$ cat src/rtl/keypad_emitter.sv
// Keypad emulator: buffers BCD digits in a small FIFO and replays each one as a
// timed key press on the a..g column/row lines, separated by an all-low gap.
module keypad_emitter #(
    parameter int HOLD_CYCLES = 4,
    parameter int GAP_CYCLES  = 2,
    parameter int DEPTH       = 4
) (
    input  logic       clk,
    input  logic       reset_n,
    input  logic       in_valid,
    input  logic [3:0] in_digit,
    output logic       in_ready,
    output logic       a,
    output logic       b,
    output logic       c,
    output logic       d,
    output logic       e,
    output logic       f,
    output logic       g,
    output logic       busy,
    output logic       err
);
    localparam int MAXC = (HOLD_CYCLES > GAP_CYCLES) ? HOLD_CYCLES : GAP_CYCLES;
    localparam int CW   = (MAXC < 2) ? 1 : $clog2(MAXC);
    localparam int PW   = $clog2(DEPTH);

    localparam logic [CW-1:0] HOLD_LD  = CW'(HOLD_CYCLES - 1);
    localparam logic [CW-1:0] GAP_LD   = CW'(GAP_CYCLES - 1);
    localparam logic [CW-1:0] CNT_ONE  = CW'(1);
    localparam logic [PW:0]   FULL_CNT = (PW + 1)'(DEPTH);
    localparam logic [PW:0]   OCC_ONE  = (PW + 1)'(1);
    localparam logic [PW-1:0] PTR_ONE  = PW'(1);

    localparam logic [1:0] IDLE    = 2'd0;
    localparam logic [1:0] PRESS   = 2'd1;
    localparam logic [1:0] RELEASE = 2'd2;

    logic [3:0]    mem_q [DEPTH];
    logic [PW-1:0] wr_ptr_q, rd_ptr_q;
    logic [PW:0]   count_q;
    logic [1:0]    state_q, state_d;
    logic [CW-1:0] cnt_q, cnt_d;
    logic [6:0]    lines_q, lines_d;
    logic          rdy_q;
    logic          err_q;
    logic          full, accept, push, pop;

    // Line order is {a,b,c,d,e,f,g}: three columns then four rows.
    function automatic logic [6:0] key_lines(input logic [3:0] dgt);
        logic [6:0] pat;
        case (dgt)
            4'd1:    pat = 7'b100_1000;
            4'd2:    pat = 7'b010_1000;
            4'd3:    pat = 7'b001_1000;
            4'd4:    pat = 7'b100_0100;
            4'd5:    pat = 7'b010_0100;
            4'd6:    pat = 7'b001_0100;
            4'd7:    pat = 7'b100_0010;
            4'd8:    pat = 7'b010_0010;
            4'd9:    pat = 7'b001_0010;
            4'd0:    pat = 7'b010_0001;
            default: pat = 7'b000_0000;
        endcase
        return pat;
    endfunction

    // rdy_q keeps in_ready low until the first edge after reset release.
    always_comb begin
        full     = (count_q == FULL_CNT);
        in_ready = rdy_q && !full;
        accept   = in_valid && in_ready;
        push     = accept && (in_digit <= 4'd9);
        busy     = (state_q != IDLE) || (count_q != '0);
        err      = err_q;
        {a, b, c, d, e, f, g} = lines_q;
    end

    always_comb begin
        state_d = state_q;
        cnt_d   = cnt_q;
        lines_d = lines_q;
        pop     = 1'b0;
        case (state_q)
            IDLE: begin
                lines_d = '0;
                if (count_q != '0) begin
                    pop     = 1'b1;
                    lines_d = key_lines(mem_q[rd_ptr_q]);
                    cnt_d   = HOLD_LD;
                    state_d = PRESS;
                end
            end
            PRESS: begin
                if (cnt_q == '0) begin
                    lines_d = '0;
                    cnt_d   = GAP_LD;
                    state_d = RELEASE;
                end else begin
                    cnt_d = cnt_q - CNT_ONE;
                end
            end
            RELEASE: begin
                lines_d = '0;
                if (cnt_q != '0) begin
                    cnt_d = cnt_q - CNT_ONE;
                end else if (count_q != '0) begin
                    pop     = 1'b1;
                    lines_d = key_lines(mem_q[rd_ptr_q]);
                    cnt_d   = HOLD_LD;
                    state_d = PRESS;
                end else begin
                    state_d = IDLE;
                end
            end
            default: begin
                lines_d = '0;
                cnt_d   = '0;
                state_d = IDLE;
            end
        endcase
    end

    always_ff @(posedge clk or negedge reset_n) begin
        if (!reset_n) begin
            state_q  <= IDLE;
            cnt_q    <= '0;
            lines_q  <= '0;
            rdy_q    <= 1'b0;
            err_q    <= 1'b0;
            wr_ptr_q <= '0;
            rd_ptr_q <= '0;
            count_q  <= '0;
        end else begin
            state_q <= state_d;
            cnt_q   <= cnt_d;
            lines_q <= lines_d;
            rdy_q   <= 1'b1;
            err_q   <= accept && (in_digit > 4'd9);
            if (push) wr_ptr_q <= wr_ptr_q + PTR_ONE;
            if (pop)  rd_ptr_q <= rd_ptr_q + PTR_ONE;
            case ({push, pop})
                2'b10:   count_q <= count_q + OCC_ONE;
                2'b01:   count_q <= count_q - OCC_ONE;
                default: count_q <= count_q;
            endcase
        end
    end

    // Storage carries data only, so it needs no reset.
    always_ff @(posedge clk) begin
        if (push) mem_q[wr_ptr_q] <= in_digit;
    end

endmodule
$ cat config.mk
export PLATFORM = sky130hd
export DESIGN_NAME = keypad_emitter
export DESIGN_NICKNAME = d
export VERILOG_FILES = /design/src/rtl/keypad_emitter.sv
export SDC_FILE = /design/constraint.sdc
export NUM_CORES = 1
export LEC_CHECK = 0
export BUFFER_PORTS_ARGS = -buffer_cell sky130_fd_sc_hd__buf_2
export CORE_ASPECT_RATIO = 1.5
export CORE_MARGIN = 2
export CORE_UTILIZATION = 60
export CTS_CLUSTER_SIZE = 10
export DETAILED_ROUTE_END_ITERATION = 7
export GPL_TIMING_DRIVEN = 1
export PLACE_DENSITY = 0.86
export SYNTH_ARGS = -nofsm -noshare
export SYNTH_HDL_FRONTEND = slang
export SYNTH_SLANG_ARGS = --single-unit
$ cat constraint.sdc
create_clock -name clk -period 3.36 [get_ports clk]
set_input_delay 0.168 -clock clk [delete_from_list [all_inputs] [get_ports clk]]
set_output_delay 0.168 -clock clk [all_outputs]
set_load 0.01 [all_outputs]
==> flow_metrics.py <==
metrics = {
    "status": {
        "status": "completed",
    },
    "cts": {
        "postCtsHoldBufs": 1,
        "clkLatencyLatePin_ps": 290,
        "clock_path_buffers": 2,
        "cts-resized-gates": 0,
        "cts_sinks": 36,
        "htree_levels": 2,
        "cts_made_buffers": 5,
        "cts.clk_slew.worst_paths_ps": 70,
        "cts_setup_buffers": 0,
        "cts_tree": "built",
        "cts_root_buffer": "clkbuf_8",
    },
    "setup_path": {
        "cp_cell_sequence": "or3b_2, nand4_1, ha_1, inv_1, fa_1, xor2_1, nor2_1, xor2_1",
        "critPathLaunch": "count_q[1]",
        "cp_max_fo": 7,
        "critPathMaxStageDelay_ps": 500,
        "r2r-end": "count_q[2]",
        "critPathLaunchType": "flip-flop",
        "r2r_cells": 8,
        "critPathMostFrequentCell": "xor2_1",
        "crit_end": "count_q[2]",
        "reg2reg_setup_slack_ps": 940,
        "timing.rr.start": "count_q[1]",
        "crit_buf_inv": 1,
        "arrival_ps": 2630,
        "required_ps": 3570,
        "critical_path_depth": 8,
        "crit_family": "simple AND/OR/NAND/NOR gates",
        "cp-end-kind": "flip-flop",
        "worst_path_max_delay_cell": "or3b_2",
        "crit_type": "reg -> reg",
    },
    "timing": {
        "fin_crit_sh": 0.721,
        "rsz0062_at_grt": "false",
        "worst_pin_slew_ps": 545,
        "slew_viol_final": 0,
        "max_freq_ghz": 0.413,
        "setup_tns_ps": 0,
        "finalHoldViolCount": 0,
        "setup_viol": 0,
        "relSlewSlack": 0.636,
        "min_period_ps": 2420,
        "skew_ps": 6.29,
    },
    "logic_synthesis": {
        "netlist_instances": 136,
        "async_reset_ff_frac": 0.556,
        "synth_cell_types": 37,
        "synth_fp_nets": 154,
        "synth_edf_count": 16,
        "yosysSeqAreaShare": 0.562,
        "synth.avg_cell_area_um2": 12.8,
        "ys_seq_elements": 36,
        "syn_area_mm2": 0.00174,
        "ys.flop_type": "dfrtp_1",
        "synth_warnings": 0,
    },
    "final_layout": {
        "syn2layout_area_growth_pct": 10.4,
        "drive_above_1_share": 0.199,
        "final_cell_mix": "dfrtp_1, buf_2, edfxtp_1, inv_1, ha_1",
        "utilization": 0.675,
        "multi_input_area_um2": 662,
        "diodes": 0,
        "regArea_um2": 981,
        "final_nets": 173,
        "n_fill_cell": 219,
        "final_common_cell": "dfrtp_1",
    },
    "die": {
        "core_mm2": 0.00285,
        "ioPinCount": 17,
        "die_area_mm2": 0.00336,
        "die_h_um": 70.0,
        "fp-row-count": 24,
        "dieWidth_um": 48.0,
        "start_util": 0.611,
    },
    "drt": {
        "routed_wl_mm": 2.85,
        "drt_pass1_iterations": 4,
        "via_count": 1033,
        "drtAntennaViolNets": 0,
        "drc_errors": 0,
        "drt_iter0_drc": 32,
        "wl_per_cell_um": 14.6,
        "viasPerCell": 5.30,
    },
    "power_and_ir_drop": {
        "p_int_uw": 1020,
        "clkPwrFrac": 0.178,
        "p_leak_uw": 0.000839,
        "power.density_mw_per_mm2": 858,
        "p_comb_frac": 0.408,
        "irDropWorstVdd_v": 0.000564,
        "power_uw": 1650,
        "switching_share": 0.380,
        "seqPwrFrac": 0.413,
        "power_switching_uw": 628,
    },
    "placement": {
        "hpwl_mm": 2.11,
        "gp_congestion": 0.789,
        "portBuffers": 16,
    },
    "grt": {
        "grt_pass1_wl_mm": 4.84,
        "grt_usage": 0.210,
        "antenna_found_initial": 0,
        "grt_max_degree": 21,
        "grt_pass1_vias": 1061,
        "grt_overflow": 0,
    },
    "hold_path": {
        "hold_class": "in -> reg",
    },
    "job": {
        "cap_viol_max_count": 0,
    },
}
==> registers in the layout (all words and copies together), names as in the netlist <==
| signal | cells |
|---|---|
| rdy_q | 1 |
| wr_ptr_q | 2 |
| count_q | 3 |
| rd_ptr_q | 2 |
| mem_q | 16 |
| lines_q | 7 |
| cnt_q | 2 |
| err | 1 |
| state_q | 2 |
==> cell type report <==
type | count | share of cell area
multi-input cells | 79 | 0.344
well taps | 39 | 0.0253
clock buffers | 7 | 0.0396
inverters | 15 | 0.0292
repair buffers | 18 | 0.0507
flip-flops and latches | 36 | 0.509
clock inverters | 1 | 0.00195
==> power by group through the flow <==
| stage | Clock, uW | Sequential [uW] | Combinational (uW) |
|---|---|---|---|
| after floorplan | 0 | 659 | 577 |
| after global placement | 0 | 681 | 635 |
| after detailed placement | 0 | 695 | 675 |
| after CTS | 295 | 687 | 682 |
| after global routing | 317 | 705 | 769 |
| final | 295 | 683 | 675 |
==> synthesized netlist by cell type, types with 2 or more instances <==
library cell,count,share of area
dfrtp_1,20,0.29
edfxtp_1,16,0.28
inv_1,15,0.032
ha_1,10,0.072
nand2_1,8,0.017
nand3_1,8,0.023
nor2_1,7,0.015
o21ai_0,7,0.020
xnor2_1,4,0.020
buf_6,3,0.019
clkbuf_1,3,0.0065
mux2i_1,3,0.017
mux4_2,3,0.039
o221ai_1,3,0.015
xor2_1,3,0.015
or4_1,2,0.0086
==> layer usage <==
| layer | GRT usage | up-vias | share of wire |
|---|---|---|---|
| li1 | - | 510 | - |
| met1 | 0.234 | 494 | 0.38 |
| met2 | 0.335 | 22 | 0.55 |
| met3 | 0.0879 | 7 | 0.041 |
| met4 | 0.0901 | 0 | 0.022 |
| met5 | 0 | - | 0 |
==> worst register-to-register path, stage by stage, from the launching register on <==
cell     delay [ps]
dfrtp_1         410
or3b_2          500
nand4_1         280
ha_1            260
inv_1            70
fa_1            380
xor2_1          160
nor2_1          120
xor2_1          170
==> worst min path at each step <==
stage                           start           to  slack (ps)  depth (start not counted)
after floorplan               reset_n     cnt_q[0]        -130                          0
after global placement        reset_n   lines_q[3]         130                          1
after detailed placement      reset_n   lines_q[4]         140                          1
after CTS                 in_digit[0]  mem_q[2][0]          90                          1
after global routing      in_digit[0]  mem_q[0][0]         100                          1
final                     in_digit[0]  mem_q[1][0]          90                          1
==> per-stage QoR <==
stage	worst slack (ps)	hold WS, ps	cell area (um^2)	instances
floorplan	1170	-128	1740	136
global placement	1090	127	1840	186
detailed placement	972	139	1840	186
CTS	947	90.8	1930	195
global route	771	98.7	1930	195
finish	938	90.8	1930	195
==> logic make-up (layout without fill, tap and decap cells) <==
group	after synthesis	count (layout)	share of synthesized area
compound gates	15	15	0.0682
xor+xnor	7	7	0.0352
fa+ha+maj	11	11	0.0832
buf+inv	21	41	0.0581
flops	36	36	0.562
mux	8	8	0.0775
other cells	1	1	0.00215
simple gates	37	37	0.113
Power figures use the tool's default switching activity.
